--- config.mk ---
export PLATFORM = sky130hd
export DESIGN_NAME = switch_allocator
export DESIGN_NICKNAME = d
export VERILOG_FILES = /design/src/rtl/router_pkg.sv /design/src/rtl/rr_arbiter.sv /design/src/rtl/switch_allocator.sv
export SDC_FILE = /design/constraint.sdc
export NUM_CORES = 1
export LEC_CHECK = 0
export ABC_AREA = 1
export CAP_MARGIN = 15
export CORE_ASPECT_RATIO = 1.75
export CORE_MARGIN = 2
export CORE_UTILIZATION = 60
export CTS_CLUSTER_SIZE = 25
export DETAILED_ROUTE_END_ITERATION = 10
export PLACE_DENSITY = 0.89
export SLEW_MARGIN = 15
export SYNTH_ARGS = -nofsm -noshare
export SYNTH_HDL_FRONTEND = slang
export SYNTH_HIERARCHICAL = 1
export SYNTH_SLANG_ARGS = --single-unit
--- constraint.sdc ---
create_clock -name i_clk -period 5.1 [get_ports i_clk]
set_clock_uncertainty 0.1 [all_clocks]
set_input_delay 1.275 -clock i_clk [delete_from_list [all_inputs] [get_ports i_clk]]
set_output_delay 1.275 -clock i_clk [all_outputs]
set_load 0.05 [all_outputs]
--- src/rtl/router_pkg.sv ---
// router_pkg
// Shared router definitions: port index constants in [c,n,e,s,w] order,
// the default port count, and the per-output allocator state type.
package router_pkg;

  localparam int NUM_PORTS = 5;

  localparam int PORT_C = 0;
  localparam int PORT_N = 1;
  localparam int PORT_E = 2;
  localparam int PORT_S = 3;
  localparam int PORT_W = 4;

  // Per-output allocator state
  //   ALLOC_IDLE   | output free, heads arbitrate round-robin
  //   ALLOC_LOCKED | output held by its owner until the owner's tail passes
  typedef enum logic {
    ALLOC_IDLE   = 1'b0,
    ALLOC_LOCKED = 1'b1
  } alloc_state_t;

endpackage

--- src/rtl/rr_arbiter.sv ---
// rr_arbiter
// Purely combinational round-robin arbiter. Picks the first asserted request
// at or after i_ptr, wrapping from N-1 back to 0.
// Ports:
//   i_req   [N-1:0]  request vector, bit i = requester i
//   i_ptr   [IW-1:0] highest-priority requester index
//   o_grant [N-1:0]  one-hot grant (all zero when no request)
//   o_idx   [IW-1:0] index of the granted requester (0 when none)
//   o_any            at least one request present
module rr_arbiter #(
  parameter  int N  = 5,
  localparam int IW = (N > 1) ? $clog2(N) : 1
) (
  input  logic [N-1:0]  i_req,
  input  logic [IW-1:0] i_ptr,
  output logic [N-1:0]  o_grant,
  output logic [IW-1:0] o_idx,
  output logic          o_any
);

  int w_cand;

  // Scan from the farthest offset down to offset 0 so the closest requester
  // to the pointer is the last (winning) assignment.
  always_comb begin
    o_grant = '0;
    o_idx   = '0;
    o_any   = 1'b0;
    w_cand  = 0;
    for (int k = N - 1; k >= 0; k--) begin
      w_cand = int'(i_ptr) + k;
      if (w_cand >= N) w_cand = w_cand - N;
      if (i_req[w_cand]) begin
        o_any           = 1'b1;
        o_idx           = IW'(w_cand);
        o_grant         = '0;
        o_grant[w_cand] = 1'b1;
      end
    end
  end

endmodule

--- src/rtl/switch_allocator.sv ---
// switch_allocator
// Wormhole switch allocator. Each output runs an IDLE/LOCKED FSM with an
// owner index and a round-robin pointer; grants are combinational in the
// same cycle as the request.
// Ports:
//   i_clk, i_reset_n             clock, async active-low reset
//   i_val/i_head/i_tail [0:M-1]  per-input flit valid / head / tail
//   i_output_req [0:M-1][0:M-1]  one-hot output request of each input
//   i_en [0:M-1]                 output may accept a flit this cycle
//   o_input_grant [0:M-1]        input flit transferred this cycle
//   o_output_val  [0:M-1]        output carries a flit this cycle
//   o_xbar_sel    [0:M-1][IW-1:0] input driving each output (0 if idle)
//
// State table (per output j):
//   ALLOC_IDLE   | heads compete from r_ptr; head-only winner locks the output
//   ALLOC_LOCKED | only r_owner may send; its tail returns the output to IDLE
module switch_allocator
  import router_pkg::*;
#(
  parameter  int M  = NUM_PORTS,
  localparam int IW = (M > 1) ? $clog2(M) : 1
) (
  input  logic                 i_clk,
  input  logic                 i_reset_n,
  input  logic [0:M-1]         i_val,
  input  logic [0:M-1]         i_head,
  input  logic [0:M-1]         i_tail,
  input  logic [0:M-1][0:M-1]  i_output_req,
  input  logic [0:M-1]         i_en,
  output logic [0:M-1]         o_input_grant,
  output logic [0:M-1]         o_output_val,
  output logic [0:M-1][IW-1:0] o_xbar_sel
);

  alloc_state_t  r_state [M];
  logic [IW-1:0] r_owner [M];
  logic [IW-1:0] r_ptr   [M];

  logic [M-1:0]  w_head_req [M];
  logic [M-1:0]  w_arb_gnt  [M];
  logic [IW-1:0] w_arb_idx  [M];
  logic          w_arb_any  [M];

  logic [M-1:0]  w_win_oh [M];
  logic [IW-1:0] w_win    [M];
  logic          w_oval   [M];

  function automatic logic [IW-1:0] next_idx(input logic [IW-1:0] idx);
    return (idx == IW'(M - 1)) ? '0 : idx + 1'b1;
  endfunction

  always_comb begin
    for (int j = 0; j < M; j++) begin
      w_head_req[j] = '0;
      for (int i = 0; i < M; i++)
        w_head_req[j][i] = i_val[i] & i_head[i] & i_output_req[i][j];
    end
  end

  for (genvar g = 0; g < M; g++) begin : g_arb
    rr_arbiter #(.N(M)) u_arb (
      .i_req   (w_head_req[g]),
      .i_ptr   (r_ptr[g]),
      .o_grant (w_arb_gnt[g]),
      .o_idx   (w_arb_idx[g]),
      .o_any   (w_arb_any[g])
    );
  end

  // Grants are gated by i_reset_n so outputs are quiet throughout reset,
  // not only after the registers have cleared.
  always_comb begin
    o_input_grant = '0;
    o_output_val  = '0;
    o_xbar_sel    = '0;
    for (int j = 0; j < M; j++) begin
      w_win_oh[j] = '0;
      w_win[j]    = '0;
      w_oval[j]   = 1'b0;
      if (r_state[j] == ALLOC_LOCKED) begin
        w_win[j]              = r_owner[j];
        w_win_oh[j][r_owner[j]] = 1'b1;
        w_oval[j]             = i_en[j] & i_val[r_owner[j]]
                                & i_output_req[r_owner[j]][j];
      end else begin
        w_win[j]    = w_arb_idx[j];
        w_win_oh[j] = w_arb_gnt[j];
        w_oval[j]   = i_en[j] & w_arb_any[j];
      end
      w_oval[j]       = w_oval[j] & i_reset_n;
      o_output_val[j] = w_oval[j];
      if (w_oval[j]) o_xbar_sel[j] = w_win[j];
      for (int i = 0; i < M; i++)
        o_input_grant[i] = o_input_grant[i] | (w_oval[j] & w_win_oh[j][i]);
    end
  end

  // Pointer advances only on IDLE grants, so a packet's body flits never
  // disturb the fairness order.
  always_ff @(posedge i_clk or negedge i_reset_n) begin
    if (!i_reset_n) begin
      for (int j = 0; j < M; j++) begin
        r_state[j] <= ALLOC_IDLE;
        r_owner[j] <= '0;
        r_ptr[j]   <= '0;
      end
    end else begin
      for (int j = 0; j < M; j++) begin
        if (w_oval[j]) begin
          if (r_state[j] == ALLOC_IDLE) begin
            r_ptr[j] <= next_idx(w_win[j]);
            if (!i_tail[w_win[j]]) begin
              r_state[j] <= ALLOC_LOCKED;
              r_owner[j] <= w_win[j];
            end
          end else if (i_tail[w_win[j]]) begin
            r_state[j] <= ALLOC_IDLE;
          end
        end
      end
    end
  end

endmodule

==> impl_summary.txt <==
----------------------------------------------------
[Yosys]
  Number of distinct library cell variants in the gate-level netlist after synthesis ... 45
  Post-Synthesis Cells ... 2146
  Post-Syn Nets ... around 2300
  Portion of the post-synthesis area used by sequential elements ... ~7.8%
  Average cell area after synthesis ... about 5.2 µm²
  Mapped cell area ... approximately 11000 µm²
  Register bit count reported by yosys ... 35
  Synth warnings ... 6

[Critical path]
  Critical Path Source ... i_head[4]
  R2R Setup Slk ... 1.22 ns
  Arrival time worst endpoint ... roughly 3.7 ns
  Biggest cell delay along the critical path ... about 0.26 ns
  Buffers plus inverters on the worst setup path ... 5
  Most Frequent Cell on Critical Path ... nand2_1
  Maximum fanout along the worst path ... 6
  Capture point of the worst reg-to-reg path ... r_ptr[5]
  Reg2reg path depth ... 23
  Levels on crit path ... 22
  Capture point of the critical path ... o_input_grant[1]
  Cell with the biggest individual delay on the critical path ... dlygate4sd2_1
  CP startpoint kind ... input port
  Reg2Reg Launch Point ... r_ptr[5]
  Largest delay contributor family on the critical path ... simple AND/OR/NAND/NOR gates
  WS Path Type ... input port to primary output
  Category of the worst setup path capture point ... primary output
  Critical path, cell by cell ... dlygate4sd2_1 -> nand2_4 -> nor2_1 -> buf_4 -> buf_12 -> nand2_1 -> nand3_1 -> nand3_2 -> nand2_4 -> inv_2 -> nor2_1 -> nor2_1 -> nand2_1 -> nand2_1 -> nand2_1 -> nand2_1 -> o21ai_0 -> nand3_1 -> nand2_1 -> nor2_2 -> nand2_2 -> buf_12
  Worst EP required ... approximately 3.7 ns

[Timing]
  Final worst-path cycle share ... about 99%
  Slew HR ... 65.73%
  Endpoints failing hold ... 0
  Min Tclk post-route ... slightly above 5 ns
  RSZ-0062 raised after global routing ... yes
  Number of failing setup endpoints in the final timing report ... 0
  Actual transition at the worst max-transition pin ... 0.5140 ns
  Timing-limited maximum frequency ... 197.1 MHz
  Pins over their slew limit ... 0
  Final TNS setup ... 0 ns

[Layout]
  Post-route design area ... 14950 µm²
  Fill count ... around 1400
  Fraction of final layout cells sized beyond drive strength 1 ... between 20% and 30%
  Syn-to-layout area delta ... 32.82%
  Ant. Diodes ... 0
  Final standard cell count with taps included and fillers excluded ... ~2700
  Finished Core Util ... 80.81%
  # nets final ... 2549

[Route]
  Total number of vias ... around 16000
  Count of unresolved DRC violations after routing ... 0
  Number of DRC violations after detailed-routing iteration 0 ... approximately 1500
  Total detailed-routing wirelength ... approximately 43000 µm
  Average wire per cell in the routed design ... between 15 and 20 µm
  Mean number of vias per cell ... around 6
  Remaining number of nets flagged by the antenna check after routing ... 0
  Pre-Repair DR Iteration Count ... 8

[Die]
  Initial standard-cell utilization of the core ... ~61%
  Die area ... 19910 µm²
  Standard-cell rows ... 66
  Count of boundary I/O pins ... 72
  Chip Width ... around 110 µm
  Die Y-Extent ... 185.2 µm
  Area of the core ... 18500 µm²

[GRT]
  Maximum number of pins on one net before global-route repair ... 18
  Antenna violations before repair ... 0
  Overall overflow remaining after global route ... 0
  Vias in the first global route ... 14990
  Overall Global Routing Usage ... roughly two fifths
  Wire length of the first global-routing pass ... about 67000 µm

[Placement]
  Post-DP HPWL ... about 33000 µm
  Port buffer count ... 71
  Placed Instance Area ... about 14000 µm²
  Instance count after placement with tap cells included ... around 2600
  Routability congestion estimate ... about 1.1

[Hold path]
  Tightest Hold Check Type ... flip-flop to flip-flop
  Critical hold path startpoint ... r_owner[4]

[CTS]
  Worst-skew pair later-pin latency ... between 0.2 and 0.3 ns
  Number of hold buffers added after cts ... 0
  CTS clk-pin slew, worst paths ... ~0.060 ns
  TritonCTS clock tree ... done
  Number of sinks handled by clock tree synthesis ... 35
  Clock buffers created by TritonCTS ... 5
  Maximum number of buffers from clock root to sink ... 2
  Clock H-tree levels ... 2
  Buffer cell driving the clock tree root ... clkbuf_16

[Status]
  Outcome ... completed

[Run]
  Max Cap Violations ... 0

----------------------------------------------------
==> worst min-delay path: cells and delay by family, from the launching register on <==
kind,cells,cell delay (ns)
DFF,1,0.41
and+or+nand+nor,2,0.13
==> how the worst min path moves through the flow <==
stage | end | slack (ns) | cells after the start
2_1_floorplan | r_owner[11] | 0.38 | 2
3_3_place_gp | r_owner[11] | 0.41 | 2
3_5_place_dp | r_owner[11] | 0.43 | 2
4_1_cts | r_owner[11] | 0.46 | 2
5_1_grt | r_owner[11] | 0.52 | 2
6_report | r_owner[4] | 0.47 | 2
==> layout by cell type, fill, tap and decap left out, types with 4 or more instances in the layout <==
cell / synthesis / final
dlymetal6s2s_1: 0 / 16
o211ai_1: 12 / 12
inv_1: 252 / 239
o21ai_2: 14 / 22
clkbuf_16: 0 / 5
nand3_4: 1 / 4
ha_1: 75 / 71
o31ai_1: 10 / 6
fa_1: 5 / 5
nand3_2: 33 / 46
buf_6: 6 / 19
a21oi_2: 14 / 29
clkdlybuf4s50_1: 0 / 16
inv_2: 60 / 70
nor2_4: 5 / 20
o21ai_0: 74 / 58
nand2_2: 32 / 67
xnor2_2: 4 / 4
buf_12: 0 / 26
nor2_1: 250 / 196
nor2b_1: 4 / 4
dlygate4sd2_1: 0 / 7
nor3_1: 21 / 21
xnor2_1: 6 / 6
nand2_1: 737 / 694
buf_4: 8 / 201
dfrtp_1: 35 / 32
inv_4: 1 / 4
nor2_2: 10 / 49
nand4_1: 103 / 103
o22ai_1: 4 / 4
o21ai_1: 57 / 64
a31oi_1: 10 / 8
nand2_4: 0 / 8
nand3_1: 235 / 221
a21oi_1: 36 / 18
==> state kept, by name, indices dropped and copies added, names as in the netlist <==
| register | count |
|---|---|
| r_owner | 15 |
| r_ptr | 15 |
| r_state | 5 |
==> metrics by stage <==
| stage | hold WS (ns) | setup slack [ns] |
|---|---|---|
| after floorplan | 0.3846 | -0.1795 |
| after global placement | 0.4147 | -0.4180 |
| after detailed placement | 0.4315 | -0.4323 |
| after CTS | 0.4586 | -0.01080 |
| after global routing | 0.5154 | -0.2619 |
| final | 0.4744 | 0.02758 |
==> kinds of logic (layout without fill, tap and decap cells) <==
logic type | count (synthesis) | count (layout) | share of synthesized area (%)
buf+inv | 338 | 613 | 12.08
compound gates | 240 | 240 | 12.57
xor+xnor | 13 | 13 | 1.445
flops | 35 | 35 | 7.782
fa+ha+maj | 80 | 80 | 9.227
simple gates | 1440 | 1442 | 56.89
==> metal layers <==
metal	share of wire, %	GRT usage, %
met4	9.4	33.13
met3	6.9	6.228
met1	34	40.68
met2	49	74.97
met5	0	0
==> cell type report <==
type / instances / area (µm²) / area share, %
sequential: 35 / 879.6 / 5.884
timing repair buffer: 292 / 2715 / 18.16
clock inverter: 2 / 35.03 / 0.2344
multi-input combinational: 1775 / 9697 / 64.87
clock buffer: 6 / 138.9 / 0.9291
inverter: 313 / 1185 / 7.927
tap: 238 / 297.8 / 1.992
==> synth_stat cells (all sizes together) <==
cell | n | share of area (%)
a21boi | 1 | 0.10
a31oi | 10 | 0.56
o31ai | 10 | 0.67
fa | 5 | 0.89
nand3b | 2 | 0.13
o21ai | 145 | 6.9
nor3 | 21 | 0.93
nand2 | 769 | 26
xor2 | 3 | 0.40
o22ai | 4 | 0.22
nor4 | 1 | 0.056
and3 | 1 | 0.056
o211ai | 12 | 0.80
inv | 313 | 10
a22oi | 5 | 0.38
nor2 | 265 | 9.4
nand3 | 269 | 14
or2 | 3 | 0.17
dfrtp | 35 | 7.8
nand4 | 105 | 6.0
nor2b | 4 | 0.22
xnor2 | 10 | 1.0
o221ai | 1 | 0.078
a21oi | 50 | 2.7
o211a | 1 | 0.089
ha | 75 | 8.3
buf | 25 | 1.6
a22o | 1 | 0.078
==> repair_timing <==
item	4_1_cts	5_1_grt
hold endpoints to repair	0	0
pin swaps	28	59
setup endpoints to repair	25	25
resized for setup	106	170
cloned	2	0
setup buffers	6	15
Power is not shown: default switching activity piles up to over one toggle a cycle in this logic, so the estimate is an artifact.
